### config.mk
export PLATFORM = sky130hd
export DESIGN_NAME = kore_func_fsm
export DESIGN_NICKNAME = d
export VERILOG_FILES = /design/src/rtl/kore_func_pkg.sv /design/src/rtl/kore_func_alu.sv /design/src/rtl/kore_func_fsm.sv
export SDC_FILE = /design/constraint.sdc
export NUM_CORES = 1
export LEC_CHECK = 0
export BUFFER_PORTS_ARGS = -buffer_cell sky130_fd_sc_hd__buf_4
export CAP_MARGIN = 20
export CELL_PAD_IN_SITES_DETAIL_PLACEMENT = 0
export CELL_PAD_IN_SITES_GLOBAL_PLACEMENT = 1
export CORE_UTILIZATION = 45
export CTS_CLUSTER_DIAMETER = 40
export CTS_CLUSTER_SIZE = 28
export DETAILED_ROUTE_END_ITERATION = 7
export PLACE_DENSITY = 0.86
export SLEW_MARGIN = 10
export SYNTH_ARGS = -nofsm -noshare
export SYNTH_HDL_FRONTEND = slang
export SYNTH_HIERARCHICAL = 1
export SYNTH_SLANG_ARGS = --single-unit
### constraint.sdc
create_clock -name clk -period 6.24 [get_ports clk]
set_input_delay 0.936 -clock clk [delete_from_list [all_inputs] [get_ports clk]]
set_output_delay 0.936 -clock clk [all_outputs]
set_load 0.02 [all_outputs]
### src/rtl/kore_func_pkg.sv
// kore_func_pkg: shared types and sizes for the kore_func command engine.
//   - opcode enum (kore_op_e), FSM state enum (kore_state_e)
//   - KORE_REG_NUM / KORE_DATA_W / KORE_ADDR_W sizing constants
//   - op_writes(): true for every opcode that updates the register bank
package kore_func_pkg;

  localparam int KORE_REG_NUM = 32;
  localparam int KORE_DATA_W  = 32;
  localparam int KORE_ADDR_W  = $clog2(KORE_REG_NUM);

  typedef enum logic [2:0] {
    OP_WR  = 3'd0,
    OP_RD  = 3'd1,
    OP_ADD = 3'd2,
    OP_SUB = 3'd3,
    OP_AND = 3'd4,
    OP_OR  = 3'd5,
    OP_XOR = 3'd6,
    OP_ILL = 3'd7
  } kore_op_e;

  typedef enum logic [1:0] {
    ST_IDLE  = 2'd0,
    ST_FETCH = 2'd1,
    ST_EXEC  = 2'd2,
    ST_RESP  = 2'd3
  } kore_state_e;

  function automatic logic op_writes(input kore_op_e op);
    return (op != OP_RD) && (op != OP_ILL);
  endfunction

endpackage

### src/rtl/kore_func_alu.sv
// kore_func_alu: combinational datapath for kore_func_fsm.
// Ports:
//   op_i      opcode
//   a_i       operand A (register bank value)
//   b_i       operand B (command data)
//   result_o  32-bit wrap-around result
//   carry_o   carry-out (ADD) / borrow (SUB), 0 otherwise;
//             present only when KORE_FUNC_CARRY_EN is defined
module kore_func_alu
  import kore_func_pkg::*;
(
  input  kore_op_e               op_i,
  input  logic [KORE_DATA_W-1:0] a_i,
  input  logic [KORE_DATA_W-1:0] b_i,
`ifdef KORE_FUNC_CARRY_EN
  output logic                   carry_o,
`endif
  output logic [KORE_DATA_W-1:0] result_o
);

`ifdef KORE_FUNC_CARRY_EN
  // one extra bit: MSB is carry for ADD and borrow for SUB
  logic [KORE_DATA_W:0] wide;
`endif

  always_comb begin
    result_o = '0;
`ifdef KORE_FUNC_CARRY_EN
    wide    = '0;
    carry_o = 1'b0;
`endif
    case (op_i)
      OP_WR:  result_o = b_i;
      OP_RD:  result_o = a_i;
`ifdef KORE_FUNC_CARRY_EN
      OP_ADD: begin
        wide     = {1'b0, a_i} + {1'b0, b_i};
        result_o = wide[KORE_DATA_W-1:0];
        carry_o  = wide[KORE_DATA_W];
      end
      OP_SUB: begin
        wide     = {1'b0, a_i} - {1'b0, b_i};
        result_o = wide[KORE_DATA_W-1:0];
        carry_o  = wide[KORE_DATA_W];
      end
`else
      OP_ADD: result_o = a_i + b_i;
      OP_SUB: result_o = a_i - b_i;
`endif
      OP_AND: result_o = a_i & b_i;
      OP_OR:  result_o = a_i | b_i;
      OP_XOR: result_o = a_i ^ b_i;
      default: result_o = '0;
    endcase
  end

endmodule

### src/rtl/kore_func_fsm.sv
// kore_func_fsm: single-command engine that reads/modifies/writes an
// external 32x32 register bank and returns one response per command.
// Optional feature macro: KORE_FUNC_CARRY_EN (adds rsp_carry output).
// Ports:
//   clk, rst             clock, asynchronous active-high reset
//   cmd_valid/cmd_ready  command handshake; cmd_op/cmd_addr/cmd_data payload
//   rsp_valid/rsp_ready  response handshake; rsp_data, rsp_err, rsp_carry
//   reg_sel, din, wt_en  register bank select / write data / write strobe
//   dout                 register bank read data for reg_sel
//   busy                 high whenever a command is in flight
//
// state    | meaning
// ---------+---------------------------------------------------------
// ST_IDLE  | cmd_ready=1, waiting for a command
// ST_FETCH | reg_sel=addr, latch dout as operand A; illegal op -> RESP
// ST_EXEC  | compute result, one-cycle write strobe unless RD
// ST_RESP  | hold response until rsp_ready
module kore_func_fsm
  import kore_func_pkg::*;
(
  input  logic                   clk,
  input  logic                   rst,
  input  logic                   cmd_valid,
  output logic                   cmd_ready,
  input  logic [2:0]             cmd_op,
  input  logic [KORE_ADDR_W-1:0] cmd_addr,
  input  logic [KORE_DATA_W-1:0] cmd_data,
  output logic                   rsp_valid,
  input  logic                   rsp_ready,
  output logic [KORE_DATA_W-1:0] rsp_data,
  output logic                   rsp_err,
`ifdef KORE_FUNC_CARRY_EN
  output logic                   rsp_carry,
`endif
  output logic [KORE_ADDR_W-1:0] reg_sel,
  output logic [KORE_DATA_W-1:0] din,
  output logic                   wt_en,
  input  logic [KORE_DATA_W-1:0] dout,
  output logic                   busy
);

  kore_state_e            state_q, state_d;
  kore_op_e               op_q, op_d;
  logic [KORE_ADDR_W-1:0] addr_q, addr_d;
  logic [KORE_DATA_W-1:0] a_q, a_d;
  logic [KORE_DATA_W-1:0] b_q, b_d;
  logic [KORE_DATA_W-1:0] res_q, res_d;
  logic                   err_q, err_d;
  logic [KORE_DATA_W-1:0] alu_res;
`ifdef KORE_FUNC_CARRY_EN
  logic                   carry_q, carry_d;
  logic                   alu_carry;
`endif

  kore_func_alu u_alu (
    .op_i     (op_q),
    .a_i      (a_q),
    .b_i      (b_q),
`ifdef KORE_FUNC_CARRY_EN
    .carry_o  (alu_carry),
`endif
    .result_o (alu_res)
  );

  always_ff @(posedge clk or posedge rst) begin
    if (rst) begin
      state_q <= ST_IDLE;
      op_q    <= OP_WR;
      addr_q  <= '0;
      a_q     <= '0;
      b_q     <= '0;
      res_q   <= '0;
      err_q   <= 1'b0;
`ifdef KORE_FUNC_CARRY_EN
      carry_q <= 1'b0;
`endif
    end else begin
      state_q <= state_d;
      op_q    <= op_d;
      addr_q  <= addr_d;
      a_q     <= a_d;
      b_q     <= b_d;
      res_q   <= res_d;
      err_q   <= err_d;
`ifdef KORE_FUNC_CARRY_EN
      carry_q <= carry_d;
`endif
    end
  end

  always_comb begin
    state_d = state_q;
    op_d    = op_q;
    addr_d  = addr_q;
    a_d     = a_q;
    b_d     = b_q;
    res_d   = res_q;
    err_d   = err_q;
`ifdef KORE_FUNC_CARRY_EN
    carry_d = carry_q;
`endif

    case (state_q)
      ST_IDLE: begin
        if (cmd_valid) begin
          op_d    = kore_op_e'(cmd_op);
          addr_d  = cmd_addr;
          b_d     = cmd_data;
          state_d = ST_FETCH;
        end
      end
      ST_FETCH: begin
        a_d = dout;
        if (op_q == OP_ILL) begin
          res_d   = '0;
          err_d   = 1'b1;
`ifdef KORE_FUNC_CARRY_EN
          carry_d = 1'b0;
`endif
          state_d = ST_RESP;
        end else begin
          state_d = ST_EXEC;
        end
      end
      ST_EXEC: begin
        res_d   = alu_res;
        err_d   = 1'b0;
`ifdef KORE_FUNC_CARRY_EN
        carry_d = alu_carry;
`endif
        state_d = ST_RESP;
      end
      ST_RESP: begin
        if (rsp_ready) state_d = ST_IDLE;
      end
      default: state_d = ST_IDLE;
    endcase
  end

  // All outputs decode from registered state only.
  always_comb begin
    cmd_ready = (state_q == ST_IDLE);
    busy      = (state_q != ST_IDLE);
    rsp_valid = (state_q == ST_RESP);
    reg_sel   = addr_q;
    wt_en     = (state_q == ST_EXEC) && op_writes(op_q);
    // din is forced to zero whenever the strobe is low, including RD in EXEC
    din       = wt_en ? alu_res : '0;
    rsp_data  = rsp_valid ? res_q : '0;
    rsp_err   = rsp_valid & err_q;
`ifdef KORE_FUNC_CARRY_EN
    rsp_carry = rsp_valid & carry_q;
`endif
  end

endmodule

# Word-level counts from Yosys, hierarchy flattened
# Index checks and enable logic that the tools add are counted.
[classes]
n_addsub = 2
eq_ne = 15
mux = 11
n_bitwise = 4
n_reduce_logical = 9
[ops]
columns = ["operator", "n"]
rows = [
  ["$pmux 32 s7", 1],
  ["$mux 32", 3],
  ["$pmux 32 s2", 1],
  ["$add 32x32->32", 1],
  ["$and 32x32->32", 1],
  ["$or 32x32->32", 1],
  ["$sub 32x32->32", 1],
  ["$xor 32x32->32", 1],
  ["$eq 3x3->1 const B", 4],
  ["$pmux 2 s4", 1],
  ["$eq 3x2->1 const B", 2],
  ["$reduce_and 2->1", 3],
  ["$eq 2x2->1 const B", 2],
  ["$mux 2", 2],
  ["$ne 2x2->1 const B", 2],
  ["$reduce_bool 2->1", 2],
  ["$eq 3x1->1 const B", 1],
  ["$logic_not 3->1", 1],
  ["$ne 3x1->1 const B", 1],
  ["$ne 3x3->1 const B", 1],
  ["$eq 2x1->1 const B", 1],
  ["$logic_and 1x1->1", 2],
  ["$logic_not 2->1", 1],
  ["$mux 1", 2],
  ["3 further kinds", 3],
]
[word_totals]
register_bits = 107
out_inout_bits = 74
word_cells = 48

# Longest topological paths before layout
[logic_depth]
depth_word = 4
depth_mapped = 19

# Modules after synthesis
# The synthesis kept the hierarchy.
[modules_own_cells]
columns = ["mod", "instances", "cells_per_inst", "area_per_inst_um2", "seq_area_each_um2"]
rows = [
  ["kore_func_alu", 1, 706, 5027.3, 0.0],
  ["kore_func_fsm", 1, 387, 4805.9, 2677.6],
]

# Worst setup path before layout
# Ideal clock, no wire load.
[synth_path]
path_type = "register to output"
start = "register op_q[0]"
end = "output port din[31]"
arrival_ns = 4.116
slack_ns = 1.188
stages_incl_launch_ff = 17
path_buffers = 4
path_cell_list = "dfrtp_1 -> clkbuf_1 -> clkbuf_1 -> and2_1 -> clkbuf_1 -> a21oi_1 -> xnor2_1 -> ha_1 -> clkbuf_1 -> and4_1 -> nand2_1 -> a2111oi_0 -> nor3_1 -> o41ai_1 -> mux2i_1 -> nand2_1 -> and2_2"
[synth_rtl]
columns = ["item", "line_no", "text"]
rows = [
  ["start, declared", "kore_func_fsm.sv:43", "kore_op_e op_q, op_d;"],
  ["start signal, assigned", "kore_func_fsm.sv:79", "op_q <= op_d;"],
  ["$eq 3x3->1, or another cell as far along", "kore_func_alu.sv:32", "case (op_i)"],
  ["$pmux 32 s7 *", "kore_func_alu.sv:32", ""],
  ["net alu_res[31]", "kore_func_fsm.sv:49", "logic [KORE_DATA_W-1:0] alu_res;"],
  ["$mux 32 *", "kore_func_fsm.sv:148", "din = wt_en ? alu_res : '0;"],
  ["end, declared", "kore_func_fsm.sv:36", "output logic [KORE_DATA_W-1:0] din,"],
]
# Mark *: on every way through the listed nets, which the timed path passes. The rest lies on a longest branch.

# Final worst setup path
[layout_path]
start = "register b_q[8]"
end = "output port din[22]"
[layout_via]
elab_chain_len = 3
[layout_rtl]
columns = ["item", "line_no", "text"]
rows = [
  ["start, declared", "kore_func_fsm.sv:46", "logic [KORE_DATA_W-1:0] b_q, b_d;"],
  ["start signal, assigned", "kore_func_fsm.sv:71", "b_q <= '0;"],
  ["start signal, assigned", "kore_func_fsm.sv:82", "b_q <= b_d;"],
  ["$sub 32x32->32 or $add 32x32->32 (tied branches)", "kore_func_alu.sv:48, kore_func_alu.sv:47", ""],
  ["$pmux 32 s7 *", "kore_func_alu.sv:32", ""],
  ["net alu_res[22]", "kore_func_fsm.sv:49", ""],
  ["$mux 32 *", "kore_func_fsm.sv:148", ""],
]
# Marks and branches as above.

==> flow_summary.ini <==
[global_route]
antenna_found_initial = 0
busiest_layer = met1
grt_max_degree = 61
grtUsageMet1_pct = 39.1
grt_pass1_wl_um = 43600
grtUsageMet3_pct = 3.57
track_usage_pct = 25.3
grt_pass1_vias = 7844
gr-usage-met2_pct = 36.0
overflow = 0

[clock_tree]
clock_latency_ns = 0.37
postCtsSetupBuffers = 0
clk_pin_slew_ns = 0.08
cts_sinks = 107
hold_buffers = 0
cts_made_buffers = 9
clk_path_buf_depth = 2
cts_tree = done
root_buffer = clkbuf_16
htree_num_levels = 3

[logic_synthesis]
yosysUniqueCellTypes = 71
ys_top_cells_by_area = dfrtp_1 27%, ha_1 13%, mux2_2 8.6%, inv_1 4.7%, mux2i_1 4.4%
netlist_instances = 1093
ys_seq_area_share_pct = 27.2
synthArstFlopShare_pct = 100
synth_top_family_by_area = compound AO/OA/AOI/OAI gates
synth-simple-area-share_pct = 15.0
ys.flop_type = dfrtp_1
synth_top_area_cell = dfrtp_1
synth_compound_area_share_pct = 16.5
ys_ff_latch = 107
synth_area_per_cell_um2 = 9.00
synth_enable_flop_cells = 0
synthXorXnorAreaFrac_pct = 4.45
syn-num-nets = 1270
synthAdderAreaFrac_pct = 12.9
synth_mux_area_share_pct = 15.9
yosys_warnings = 6
syn_area_mm2 = 0.00983
yosysTopAreaCellShare_pct = 27.2

[drt]
vias = 8397
via_per_inst = 5.67
ant_nets = 0
post-route-drc-count = 0
initialDrtViolationCount = 759
dr.pass1.iters = 5
post_drt_wl_per_cell_um = 18.7
wl_um = 27600

[timing]
setup_slack_ns = 0.358
timing.final.hold_violations = 0
slew_violations = 0
fin_crit_ns = 5.88
rsz0062_at_grt = no
tns_ns = 0
tightest_slew_ns = 1.06
max_slew_margin_pct = 29.5
skew_ns = 0.0118
period_share_pct = 94.3
max_freq_mhz = 170
setup_viol = 0

[worst_setup_path]
crit_path_end_kind = output port
startpoint_type = flip-flop
crit_path_top_delay_cell = or4_1
max_stage_delay_ns = 0.62
cpMostUsedCell = o21ai_0
worstPathCellList = or4_1 -> nand4b_4 -> o41ai_1 -> xnor2_1 -> ha_1 -> a21oi_1 -> o21ai_0 -> a2111oi_0 -> o21ai_0 -> a31oi_1 -> xor2_1 -> o21ai_0 -> and2_2 -> buf_4
critPathKind = reg -> out
crit_arrival_ns = 4.95
cp.required_ns = 5.30
critPathMaxFanout = 7

[final_layout]
fin_nets = 1377
areaGrowthSynthToFinish_pct = 15.9
utilization_pct = 53.7
fillerInstances = 1977
layout-drive-gt1-share_pct = 25.1
insertedDiodeCount = 0

[floorplan]
num_rows = 53
die-width_um = 150
core_mm2 = 0.0212
die_h_um = 150
die_area_mm2 = 0.0224
initial_core_util_pct = 46.3
io_pins = 150

[placed_design]
gp_congestion = 0.924
io_buffers = 149
dp_hpwl_um = 20700
pre_cts_slack_ns = 0.653

[min_path]
hp-class = reg -> reg

[run]
maxCapViolations = 0

[run_status]
outcome = completed
[worst max-delay path, delay by kind of cell, from the launching register on]
kind	cells	cell delay, ns
fa+ha+maj	1	0.42
compound gates	7	2.20
buf+inv	1	0.14
simple gates	3	1.12
xor+xnor	2	0.26
flops	1	0.44
[per-layer routing]
layer	vias up	part of all wire, %
met4	0	1.6
met3	29	6.5
met2	320	41
li1	4054	-
met1	3994	51
met5	-	0
[timing repair]
item | CTS | global route
hold endpoints to repair | 0 | 0
gates resized for setup | 0 | 2
setup endpoints to repair | 0 | 2
[synthesized netlist by cell type, drive strengths merged, types with 6 or more instances]
cell	instances
buf	20
inv	124
dfrtp	107
and2	70
mux2i	43
xor2	8
xnor2	42
nand3	14
o21ai	36
nand4	14
ha	100
a21o	22
nor4	7
nand2b	9
a21oi	54
o221ai	10
a211oi	6
o22a	6
nand2	71
a31oi	14
clkbuf	46
mux4	13
a22oi	29
o21bai	6
mux2	75
nor2	54
nor3	13
[registers in the layout (all words and copies together), names as in the netlist]
name,cells
b_q,32
res_q,32
err_q,1
a_q,32
reg_sel,5
op_q,3
state_q,2
[area by class of cell]
type	instances	area [µm²]	area share, %
clock buffers	10	239	2.10
multi-input cells	796	6400	56.1
repair buffers	162	1220	10.7
well taps	275	344	3.02
flip-flops and latches	107	2680	23.5
inverters	124	468	4.11
clock inverters	6	47.5	0.417
[cell usage in the layout, fill, tap and decap left out, types with 4 or more instances in the layout]
cell type and count:
o221ai_1 10, nor3_1 12, dfrtp_1 105, and4_1 4
o211ai_1 4, buf_4 161, nor4_1 6, a21o_1 22
or2_2 5, inv_1 123, nor2_1 54, mux2_2 75
clkbuf_16 9, o21bai_1 6, and3_1 4, and2_1 58
mux2i_1 43, o41ai_1 4, o2111ai_1 5, mux4_2 13
a211oi_1 6, o22a_1 6, o31ai_1 4, nand2_1 70
a31oi_1 14, nand3_1 14, xor2_1 8, a41oi_1 4
nand2b_1 9, xnor2_1 42, o21ai_0 35, nand4_1 14
a21oi_1 53, and2_2 12, a22oi_1 29, ha_1 99
[worst paths after layout]
kind / start / end / slack, ns / depth (start not counted)
max in group asynchronous: rst / op_q[0] / 4.36 / 3
min in group asynchronous: rst / a_q[29] / 0.65 / 2
hold / removal: reg_sel[2] / reg_sel[2] / 0.51 / 1
setup / recovery: b_q[8] / din[22] / 0.36 / 14
hold reg to reg: reg_sel[2] / reg_sel[2] / 0.51 / 1
setup reg to reg: b_q[8] / res_q[25] / 1.70 / 17
[logic make-up after synthesis]
logic type,Yosys count
and+or+nand+nor,279
AOI/OAI and AO/OA,235
buffers and inverters,190
muxes,131
DFF,107
adders and majority gates,101
xor gates and xnor gates,50
[per-stage QoR]
| step | instances | hold WS (ns) | cell area [µm²] |
|---|---|---|---|
| CTS | 1479 | 0.514 | 11400 |
| global route | 1480 | 0.526 | 11400 |
| floorplan | 1093 | 0.458 | 9830 |
| finish | 1480 | 0.511 | 11400 |
| detailed placement | 1463 | 0.496 | 11100 |
| global placement | 1463 | 0.480 | 11100 |
Power is left out: the tool's default activity adds up to more than one toggle a clock period on the data nets, which glitch-free logic cannot reach.
